<file path="src/rtl/conv_sched_pkg.sv">
// Shared types and job-size constants for the round-robin convolution scheduler.
package conv_sched_pkg;

    localparam int X_COUNT_DEF = 64;
    localparam int F_COUNT_DEF = 33;

    // A valid (no padding) convolution yields one output per full filter overlap.
    function automatic int calc_op_count(input int x_count, input int f_count);
        return x_count - f_count + 1;
    endfunction

    localparam int OP_COUNT_DEF = calc_op_count(X_COUNT_DEF, F_COUNT_DEF);

    typedef enum logic [1:0] {
        IDLE  = 2'd0,
        LOAD  = 2'd1,
        DRAIN = 2'd2
    } sched_state_e;

endpackage

</file>
<file path="src/rtl/conv_rr_scheduler_rr_pick.sv">
// Combinational round-robin select: first set request at or above ptr_i, wrapping.
module rr_pick #(
    parameter int N_REQ = 4,
    parameter int ID_W  = $clog2(N_REQ)
) (
    input  logic [N_REQ-1:0] req_i,
    input  logic [ID_W-1:0]  ptr_i,
    output logic [ID_W-1:0]  grant_o,
    output logic             any_req_o
);

    int unsigned     idx_int;
    logic [ID_W-1:0] idx_sel;

    // Walk offsets from farthest to nearest so the smallest offset from ptr_i wins.
    always_comb begin
        grant_o   = '0;
        any_req_o = 1'b0;
        idx_int   = 0;
        idx_sel   = '0;
        for (int k = N_REQ - 1; k >= 0; k--) begin
            idx_int = (int'(ptr_i) + k) % N_REQ;
            idx_sel = ID_W'(idx_int);
            if (req_i[idx_sel]) begin
                grant_o   = idx_sel;
                any_req_o = 1'b1;
            end
        end
    end

endmodule

</file>
<file path="src/rtl/conv_rr_scheduler.sv">
// Shares one convolution engine among N_REQ stream requesters: grant, load X_COUNT
// samples, drain OP_COUNT results back to the same requester, then re-arbitrate.
//
// Handshakes: a transfer happens on a cycle where both valid and ready are high at
// the rising clock edge; valid never waits for ready, and in LOAD/DRAIN both
// directions are pure combinational pass-throughs for the granted requester only.
module conv_rr_scheduler
    import conv_sched_pkg::*;
#(
    parameter int T       = 16,
    parameter int N_REQ   = 4,
    parameter int X_COUNT = X_COUNT_DEF,
    parameter int F_COUNT = F_COUNT_DEF
) (
    input  logic                           clk,
    input  logic                           reset,
    input  logic [N_REQ*T-1:0]             r_data_in_x,
    input  logic [N_REQ-1:0]               r_valid_x,
    output logic [N_REQ-1:0]               r_ready_x,
    output logic [T-1:0]                   r_data_out_y,
    output logic [N_REQ-1:0]               r_valid_y,
    input  logic [N_REQ-1:0]               r_ready_y,
    output logic [T-1:0]                   e_data_in_x,
    output logic                           e_valid_x,
    input  logic                           e_ready_x,
    input  logic [T-1:0]                   e_data_out_y,
    input  logic                           e_valid_y,
    output logic                           e_ready_y,
    output logic                           busy,
    output logic [$clog2(N_REQ)-1:0]       grant_id,
    output logic [1:0]                     dbg_state
);

    localparam int OP_COUNT = calc_op_count(X_COUNT, F_COUNT);
    localparam int ID_W     = $clog2(N_REQ);
    localparam int IN_W     = $clog2(X_COUNT + 1);
    localparam int OUT_W    = $clog2(OP_COUNT + 1);

    sched_state_e     state_q, state_d;
    logic [ID_W-1:0]  rr_ptr_q, rr_ptr_d;
    logic [ID_W-1:0]  grant_q, grant_d;
    logic [IN_W-1:0]  in_cnt_q, in_cnt_d;
    logic [OUT_W-1:0] out_cnt_q, out_cnt_d;

    logic [ID_W-1:0]  pick_id;
    logic             any_req;
    logic             in_hs;
    logic             out_hs;

    rr_pick #(
        .N_REQ (N_REQ),
        .ID_W  (ID_W)
    ) u_rr_pick (
        .req_i     (r_valid_x),
        .ptr_i     (rr_ptr_q),
        .grant_o   (pick_id),
        .any_req_o (any_req)
    );

    always_ff @(posedge clk) begin
        if (reset) begin
            state_q   <= IDLE;
            rr_ptr_q  <= '0;
            grant_q   <= '0;
            in_cnt_q  <= '0;
            out_cnt_q <= '0;
        end else begin
            state_q   <= state_d;
            rr_ptr_q  <= rr_ptr_d;
            grant_q   <= grant_d;
            in_cnt_q  <= in_cnt_d;
            out_cnt_q <= out_cnt_d;
        end
    end

    always_comb begin
        state_d      = state_q;
        rr_ptr_d     = rr_ptr_q;
        grant_d      = grant_q;
        in_cnt_d     = in_cnt_q;
        out_cnt_d    = out_cnt_q;
        r_ready_x    = '0;
        r_valid_y    = '0;
        r_data_out_y = '0;
        e_data_in_x  = '0;
        e_valid_x    = 1'b0;
        e_ready_y    = 1'b0;
        in_hs        = 1'b0;
        out_hs       = 1'b0;

        unique case (state_q)
            IDLE: begin
                if (any_req) begin
                    grant_d = pick_id;
                    state_d = LOAD;
                end
            end
            LOAD: begin
                e_data_in_x        = r_data_in_x[int'(grant_q)*T +: T];
                e_valid_x          = r_valid_x[grant_q];
                r_ready_x[grant_q] = e_ready_x;
                in_hs              = r_valid_x[grant_q] & e_ready_x;
                if (in_hs) begin
                    if (in_cnt_q == IN_W'(X_COUNT - 1)) begin
                        in_cnt_d = '0;
                        state_d  = DRAIN;
                    end else begin
                        in_cnt_d = in_cnt_q + IN_W'(1);
                    end
                end
            end
            DRAIN: begin
                // Engine results before DRAIN are never forwarded; only here is e_valid_y visible.
                r_valid_y[grant_q] = e_valid_y;
                e_ready_y          = r_ready_y[grant_q];
                r_data_out_y       = e_data_out_y;
                out_hs             = e_valid_y & r_ready_y[grant_q];
                if (out_hs) begin
                    if (out_cnt_q == OUT_W'(OP_COUNT - 1)) begin
                        out_cnt_d = '0;
                        rr_ptr_d  = (grant_q == ID_W'(N_REQ - 1)) ? '0 : grant_q + ID_W'(1);
                        state_d   = IDLE;
                    end else begin
                        out_cnt_d = out_cnt_q + OUT_W'(1);
                    end
                end
            end
            default: state_d = IDLE;
        endcase
    end

    assign busy      = (state_q != IDLE);
    assign grant_id  = grant_q;
    assign dbg_state = state_q;

endmodule
</file>
<file path="config.mk">
export PLATFORM = sky130hd
export DESIGN_NAME = conv_rr_scheduler
export DESIGN_NICKNAME = d
export VERILOG_FILES = /design/src/rtl/conv_sched_pkg.sv /design/src/rtl/conv_rr_scheduler_rr_pick.sv /design/src/rtl/conv_rr_scheduler.sv
export SDC_FILE = /design/constraint.sdc
export NUM_CORES = 1
export LEC_CHECK = 0
export ABC_AREA = 1
export CAP_MARGIN = 30
export CORE_AREA = 10 10 76 78
export CTS_CLUSTER_SIZE = 25
export DETAILED_ROUTE_END_ITERATION = 8
export DIE_AREA = 0 0 86 88
export DONT_BUFFER_PORTS = 1
export HOLD_SLACK_MARGIN = 0.02
export PLACE_DENSITY = 0.74
export SKIP_CTS_REPAIR_TIMING = 1
export SYNTH_ARGS = -nofsm -noshare
export SYNTH_HDL_FRONTEND = slang
export SYNTH_HIERARCHICAL = 1
export SYNTH_SLANG_ARGS = --single-unit
</file>
<file path="constraint.sdc">
create_clock -name clk -period 1.5 [get_ports clk]
set_input_delay 0.3 -clock clk [delete_from_list [all_inputs] [get_ports clk]]
set_output_delay 0.3 -clock clk [all_outputs]
set_load 0.01 [all_outputs]
</file>
# Yosys cells after proc, flatten, opt, wreduce, memory -nomap -nowiden
# Index checks and enable logic that the tools add are counted.
dict set report word_totals {
  output_inout_bits 47
  in_bits 92
  reg_bits 19
}
dict set report classes {
  n_eq_ne 10
  shift 1
  n_reduce_logical 8
  n_bitwise 4
  mux 37
  n_addsub 6
  n_lt_le_gt_ge 6
}
# cell n
set op_table {}
lappend op_table {{64-bit by 7-bit indexed part select with 16-bit output} 1}
lappend op_table {{16-bit 2-to-1 mux} 2}
lappend op_table {{2-bit 2-to-1 mux} 10}
lappend op_table {{2-bit by 3-bit < comparator with 1-bit output, second input constant} 5}
lappend op_table {{1-bit 2-to-1 mux} 13}
lappend op_table {{1-bit binary-select mux with 2-bit select} 6}
lappend op_table {{2-bit != test, second input constant} 5}
lappend op_table {{4-bit AND} 2}
lappend op_table {{4-bit 2-to-1 mux} 2}
lappend op_table {{7-bit by 1-bit adder with 7-bit output, second input constant} 1}
lappend op_table {{7-bit by 6-bit equality test with 1-bit output, second input constant} 1}
lappend op_table {{7-bit 2-to-1 mux} 1}
lappend op_table {{6-bit by 1-bit adder with 6-bit output, second input constant} 1}
lappend op_table {{6-bit by 5-bit equality test with 1-bit output, second input constant} 1}
lappend op_table {{6-bit 2-to-1 mux} 1}
lappend op_table {{2-bit one-hot mux with 3 select lines} 1}
lappend op_table {{2-bit AND reduction} 3}
lappend op_table {{5-bit AND reduction} 1}
lappend op_table {{2-bit by 1-bit adder with 2-bit output, second input constant} 2}
lappend op_table {{2-bit adder, second input constant} 2}
lappend op_table {{2-bit equality test, second input constant} 2}
lappend op_table {{3-bit AND reduction} 1}
lappend op_table {{1-bit AND} 2}
lappend op_table {{1-bit demux with 2-bit select} 1}
lappend op_table {{5 further kinds} 5}

# Logic depth before layout (Yosys ltp)
# Gate-level depths: netlist of the first run.
dict set report depth {
  word_depth 9
  ltp_mapped 12
  mapped_depth_nobuf 11
}

# Hierarchy
# The synthesis of the first run kept the hierarchy.
# mod area_each_um2 instances cells_each
set modules_own_cells {}
lappend modules_own_cells {conv_rr_scheduler 1939.4 1 335}
lappend modules_own_cells {rr_pick 215.2 1 44}

# Worst setup path before layout of the first run
# OpenSTA, ideal clock, no wires.
dict set report synth_timing {
  path_type {flip-flop to output port}
  startpoint {reg grant_q[1], in the netlist grant_id[1]}
  endpoint {out r_ready_x[1]}
  required_time_ns 1.200
  path_stages_with_launch 7
  t_arrival_ns 1.296
  path_slack_ns -0.096
  path_cell_list {dfxtp_1 > inv_1 > buf_2 > buf_2 > ha_1 > inv_1 > nor2_1}
}
dict set report synth_between {
  elab_chain_len 6
}
# item line
set synth_lines {}
lappend synth_lines {{start, declared} conv_rr_scheduler.sv:41} ;# logic [ID_W-1:0] grant_q, grant_d;
lappend synth_lines {{start signal, assigned} conv_rr_scheduler.sv:70} ;# grant_q <= grant_d;
lappend synth_lines {{2-bit by 3-bit < comparator with 1-bit output (not written as such) / 2-bit by 1-bit greater-or-equal comparator with 1-bit output (equally long branches)} conv_rr_scheduler.sv:101} ;# r_ready_x[grant_q] = e_ready_x;
lappend synth_lines {{1-bit logical AND (not written as such)} conv_rr_scheduler.sv:101}
lappend synth_lines {{1-bit 2-to-1 mux (not written as such)} conv_rr_scheduler.sv:101}
lappend synth_lines {{1-bit demux with 2-bit select (*)} conv_rr_scheduler.sv:101}
lappend synth_lines {{4-bit AND (no line) (*)} -}
lappend synth_lines {{4-bit 2-to-1 mux (*)} conv_rr_scheduler.sv:91} ;# unique case (state_q)
lappend synth_lines {{end, declared} conv_rr_scheduler.sv:19} ;# output logic [N_REQ-1:0] r_ready_x,
# Every way passes the cells marked *; elsewhere a longest branch is shown, timed or not.

# Worst setup path after layout of the first run
dict set report layout_timing {
  startpoint {reg grant_q[0], in the netlist grant_id[0]}
  endpoint {out e_data_in_x[15]}
}
dict set report layout_between {
  elab_chain_len 2
}
# item line
set layout_lines {}
lappend layout_lines {{64-bit by 7-bit indexed part select with 16-bit output} conv_rr_scheduler.sv:99} ;# e_data_in_x = r_data_in_x[int'(grant_q)*T +: T];
lappend layout_lines {{16-bit 2-to-1 mux} conv_rr_scheduler.sv:91}
lappend layout_lines {{end, declared} conv_rr_scheduler.sv:23} ;# output logic [T-1:0] e_data_in_x,
# Every way passes these cells.

==> flow_metrics.tcl, run 1 <==
set metrics [dict create \
    vias_per_cell 5.57 \
    cts_tree "built" \
    syn_to_final_growth_pct 33.2 \
    final_util_pct 66.8 \
    drc 0 \
    cts_sinks 19 \
    grt_overflow 0 \
    fmax_mhz 582 \
    cts_made_buffers 3 \
    die_area_um2 7570 \
    ys_warn_count 6 \
    fin_hold_ws_ns 0.0920 \
    fp.coreArea_um2 4290 \
    crit_type "reg2out" \
    final_cell_mix "nor2_1 (73), nand2_1 (57), inv_1 (30), nor2_4 (30), nand3_1 (21)" \
    hpwl_um 5940 \
    htree_levels 1 \
    finalSetupTns_ns -2.83 \
    required_ns 1.20 \
    drt-initial-drc-count 147 \
    ys_seq_elements 19 \
    root_buffer "clkbuf_8" \
    ioPinCount 139 \
    tightestPinTransition_ns 0.281 \
    antenna_left 0 \
    cts_buffer_depth 2 \
    nNetsFinal 498 \
    antenna_found_initial 0 \
    grt_start_max_net_pins 34 \
    setup_slack_ns -0.217 \
    p_total_mw 1.63 \
    layout_commonest_cell "nor2_1" \
    leakagePower_nw 1.20 \
    final_cells 451 \
    synth-seq-area-share_pct 17.7 \
    rows 24 \
    finalCriticalPeriod_ns 1.72 \
    gp_congestion 0.857 \
    hold_violations 0 \
    ir_worst_vdd_mv 0.642 \
    post_drt_wl_per_cell_um 17.7 \
    fp.dieW_um 86 \
    synthCells 379 \
    status "finished with violations" \
    port_buffers 0 \
    cp_data_arrival_time_ns 1.42 \
    first_global_vias 2081 \
    grt_pass1_wl_um 10700 \
    fill_cells 342 \
    vias 2513 \
    end_kind "output pin" \
    power_density_nw_per_um2 567 \
    synth_cell_types 30 \
    die_h_um 88 \
    rsz0062_at_grt "yes" \
    syn_nets 477 \
    relSlewSlack_pct 81.1 \
    initial_core_util_pct 50.2 \
    routed_wl_um 7970 \
    multiInputGateArea_um2 1820 \
    clk_pin_slew_worst_paths_ns 0.08 \
    syn_area_um2 2150 \
    regArea_um2 388 \
    start_kind "flip-flop" \
    cap_violations 0 \
    setup_viol 25 \
    grt_usage_pct 17.1 \
    cp_max_fo 8 \
    slew_viol_final 0 \
    dp.cells 437 \
    drive_above_1_share_pct 33.3 \
    fin_crit_sh_pct 114 \
    failed_checks "negative setup slack" \
    hp-class "in2reg" \
    fin_worst_skew_ns 0.00340 \
    diodes 0 \
    clk_latency_ns 0.26 \
    avgSynthCellArea_um2 5.68 \
    first_pass_iters 4 \
]
area by class of cell:
class	instances	share of cell area, %
multi-input cells	300	63.3
flip-flops and latches	19	13.5
repair buffers	32	13.0
inverters	44	6.28
well taps	52	2.27
clock buffers	3	1.44
clock inverters	1	0.174
metal layers:
metal / up-vias / part of all wire (%) / global-route usage, % / wire (µm)
met5: - / 0 / 0 / 0
met4: 0 / 2.0 / 4.04 / 158
met3: 14 / 12 / 6.78 / 948
met2: 140 / 49 / 29.4 / 3870
met1: 1123 / 37 / 19.4 / 2990
li1: 1236 / - / - / -
power by group:
group | internal [mW] | switching [mW] | total (mW)
clock network | 0.185 | 0.186 | 0.372
logic | 0.295 | 0.421 | 0.716
registers | 0.517 | 0.0219 | 0.539
total | 0.997 | 0.629 | 1.63
flip-flops by register name, indices dropped and copies added, names as in the netlist:
signal / cells
in_cnt_q: 7
out_cnt_q: 6
dbg_state: 2
grant_id: 2
rr_ptr_q: 2
cells by family (layout without fill, tap and decap cells):
family	Yosys count	after routing	share of synthesized area, %
buffers and inverters	60	80	12.6
AO/OA/AOI/OAI	68	68	16.0
XOR/XNOR	6	6	2.44
adder cells (fa/ha/maj)	6	6	3.48
flip-flops	19	19	17.7
AND/OR/NAND/NOR	220	220	47.9
cells in the mapped netlist (all sizes together):
cell type | instances | area, µm²
dfxtp | 19 | 380
nand2 | 76 | 338
buf | 11 | 82.6
o21ai | 38 | 194
and2 | 1 | 8.76
nor3 | 1 | 5.00
a21oi | 30 | 150
inv | 44 | 170
xnor2 | 2 | 17.5
nand3b | 2 | 27.5
clkbuf | 5 | 18.8
nor2 | 109 | 434
nand3 | 28 | 193
ha | 6 | 75.1
nand4 | 3 | 25.0
xor2 | 4 | 35.0
critical path: stages (launching register included):
cell and delay (ns):
dfxtp_4 0.44, buf_6 0.16, nor2_1 0.05, nor2_1 0.10, o21ai_1 0.08, a21oi_1 0.17, buf_4 0.15
per-stage QoR:
| step | cell area, µm² | worst slack [ns] |
|---|---|---|
| after floorplan | 2160 | 0.00125 |
| after global placement | 2310 | 0.105 |
| after detailed placement | 2310 | 0.0687 |
| after CTS | 2360 | -0.230 |
| after global routing | 2870 | -0.316 |
| final | 2870 | -0.217 |
final timing paths:
| kind | cells after the start | endpoint | startpoint | slack [ns] |
|---|---|---|---|---|
| worst min-delay path | 1 | dbg_state[0] | reset | 0.09 |
| worst max register to register | 9 | out_cnt_q[0] | grant_id[0] | 0.05 |
| worst min register to register | 2 | in_cnt_q[6] | in_cnt_q[6] | 0.46 |
| worst max-delay path | 6 | e_data_in_x[15] | grant_id[0] | -0.22 |
Power figures use the tool's default switching activity.
==> inputs of run 2 (changes only) <==
- CTS_CLUSTER_DIAMETER: unset -> 80
- HOLD_SLACK_MARGIN: 0.02 -> 0.12
==> run 2 against run 1 <==
Against the previous run: the flow still finishes with violations (negative setup slack); register-to-register slack barely moved; sequential share of layout area barely moved; power rose by 0.53%; flip-flop and latch count did not move; first-iteration DRC count rose by 33%; worst hold slack improved by 0.19 ns; combinational power rose by 1%; clock skew rose by 0.00053 ns; die area did not move; fmax barely moved; utilization rose by 0.23 points; critical path depth did not move; largest cell class unchanged.
==> flow_metrics.tcl, run 2 (synthesis gave the netlist of run 1 again) <==
set metrics [dict create \
    regMostFlops "in_cnt_q" \
    drt-initial-drc-count 195 \
    nNetsFinal 499 \
    timing.critical_path.buf_inv 2 \
    slew_viol_final 0 \
    first_pass_iters 4 \
    die_area_um2 7570 \
    dp.cells 437 \
    largest_reg_flops 7 \
    cpMostUsedCell "nor2_1" \
    end_kind "output pin" \
    die_h_um 88 \
    first_global_vias 2081 \
    r2r_slack_ns 0.05 \
    ir_worst_vdd_mv 0.647 \
    fin_worst_skew_ns 0.00393 \
    grt_start_max_net_pins 34 \
    r2r_end "out_cnt_q[0]" \
    min_from "reset" \
    routed_wl_um 7960 \
    fin_area_um2 2880 \
    diodes 0 \
    drive_above_1_share_pct 33.3 \
    grt_usage_pct 17.1 \
    slowest_stage "dfxtp_4" \
    finalCriticalPeriod_ns 1.72 \
    required_ns 1.20 \
    clk_latency_ns 0.26 \
    htree_levels 1 \
    cts_sinks 19 \
    relSlewSlack_pct 64.0 \
    layout_commonest_cell "nor2_1" \
    status "finished with violations" \
    cts_made_buffers 3 \
    port_buffers 0 \
    power_density_nw_per_um2 568 \
    clk_pin_slew_worst_paths_ns 0.08 \
    final_cells 452 \
    post_drt_wl_per_cell_um 17.6 \
    initial_core_util_pct 50.2 \
    drc 0 \
    min_to "out_cnt_q[2]" \
    worst_path_largest_cell_delay_ns 0.44 \
    fill_cells 341 \
    cp-startpoint "grant_id[0]" \
    hp-class "in2reg" \
    setup_viol 26 \
    final_cell_mix "nor2_1 (73), nand2_1 (57), inv_1 (30), nor2_4 (30), nand3_1 (21)" \
    cts_buffer_depth 2 \
    antenna_left 0 \
    setup_slack_ns -0.218 \
    ff2ff_path_depth 9 \
    fp.coreArea_um2 4290 \
    grt_overflow 0 \
    root_buffer "clkbuf_8" \
    rows 24 \
    failed_checks "negative setup slack" \
    reg_top3 "in_cnt_q x7, out_cnt_q x6" \
    gp_congestion 0.857 \
    grt_pass1_wl_um 10700 \
    crit_type "reg2out" \
    fp.dieW_um 86 \
    critPathTopFamily "flip-flops" \
    tightestPinTransition_ns 0.539 \
    cp_data_arrival_time_ns 1.42 \
    hpwl_um 5940 \
    fin_crit_sh_pct 115 \
    rsz0062_at_grt "yes" \
    cp_cell_sequence "buf_6 -> nor2_1 -> nor2_1 -> o21ai_1 -> a21oi_1 -> buf_4" \
    fmax_mhz 582 \
    start_kind "flip-flop" \
    vias 2528 \
    leakagePower_nw 1.21 \
    cts_tree "built" \
    worstHoldPathCells 3 \
    cp_num_cells 6 \
    ioPinCount 139 \
    vias_per_cell 5.59 \
    cap_violations 0 \
    cp_max_fo 8 \
    antenna_found_initial 0 \
    finalSetupTns_ns -2.87 \
    rr_startpoint "grant_id[0]" \
    hold_violations 0 \
    syn_to_final_growth_pct 33.6 \
    dpl_cell_area_um2 2310 \
]
==> run 2: worst max-delay path by stage <==
| stage | end | slack, ns |
|---|---|---|
| global route | e_data_in_x[15] | -0.32 |
| floorplan | r_ready_x[0] | 0.001 |
| CTS | e_data_in_x[14] | -0.23 |
| global placement | e_ready_y | 0.10 |
| detailed placement | e_data_in_x[15] | 0.07 |
| finish | e_data_in_x[15] | -0.22 |
==> run 2: stage by stage <==
| stage | util, % | hold slack [ns] | power [mW] | worst slack (ns) |
|---|---|---|---|---|
| finish | 67.0 | 0.282 | 1.63 | -0.218 |
| global route | 67.0 | 0.294 | 1.73 | -0.316 |
| CTS | 55.0 | 0.0857 | 1.46 | -0.230 |
| detailed placement | 53.9 | 0.374 | 1.08 | 0.0687 |
| global placement | 53.9 | 0.371 | 1.07 | 0.105 |
| floorplan | - | 0.369 | 0.954 | 0.00125 |
==> run 2: per-layer routing <==
metal,wire length [µm],vias up,share of wire [%],global-route usage (%)
met1,3040,1141,38,19.4
met3,914,14,11,6.78
met4,133,0,1.7,4.04
met2,3870,134,49,29.4
met5,0,-,0,0
li1,-,1239,-,-
==> run 2: worst reg2reg max path: cells and delay by family, from the launching register on <==
kind,cells,cell delay [ns]
xor+xnor,1,0.15
buf+inv,4,0.51
flops,1,0.40
simple gates,4,0.29
==> run 2: final cells by class <==
class                           instances  area [µm²]  share of cell area, %
Multi-Input combinational cell        300        1820                   63.1
Sequential cell                        19         388                   13.5
Clock buffer                            3        41.3                   1.43
Inverter                               44         180                   6.26
Clock inverter                          1        5.00                  0.174
Tap cell                               52        65.1                   2.26
Timing Repair Buffer                   33         384                   13.3
==> run 2: where the power goes <==
part           switching (mW)  internal [mW]  leakage, nW
Sequential             0.0218          0.517        0.156
Clock                   0.187          0.185       0.0255
Combinational           0.428          0.297         1.03
Total                   0.636          0.999         1.21
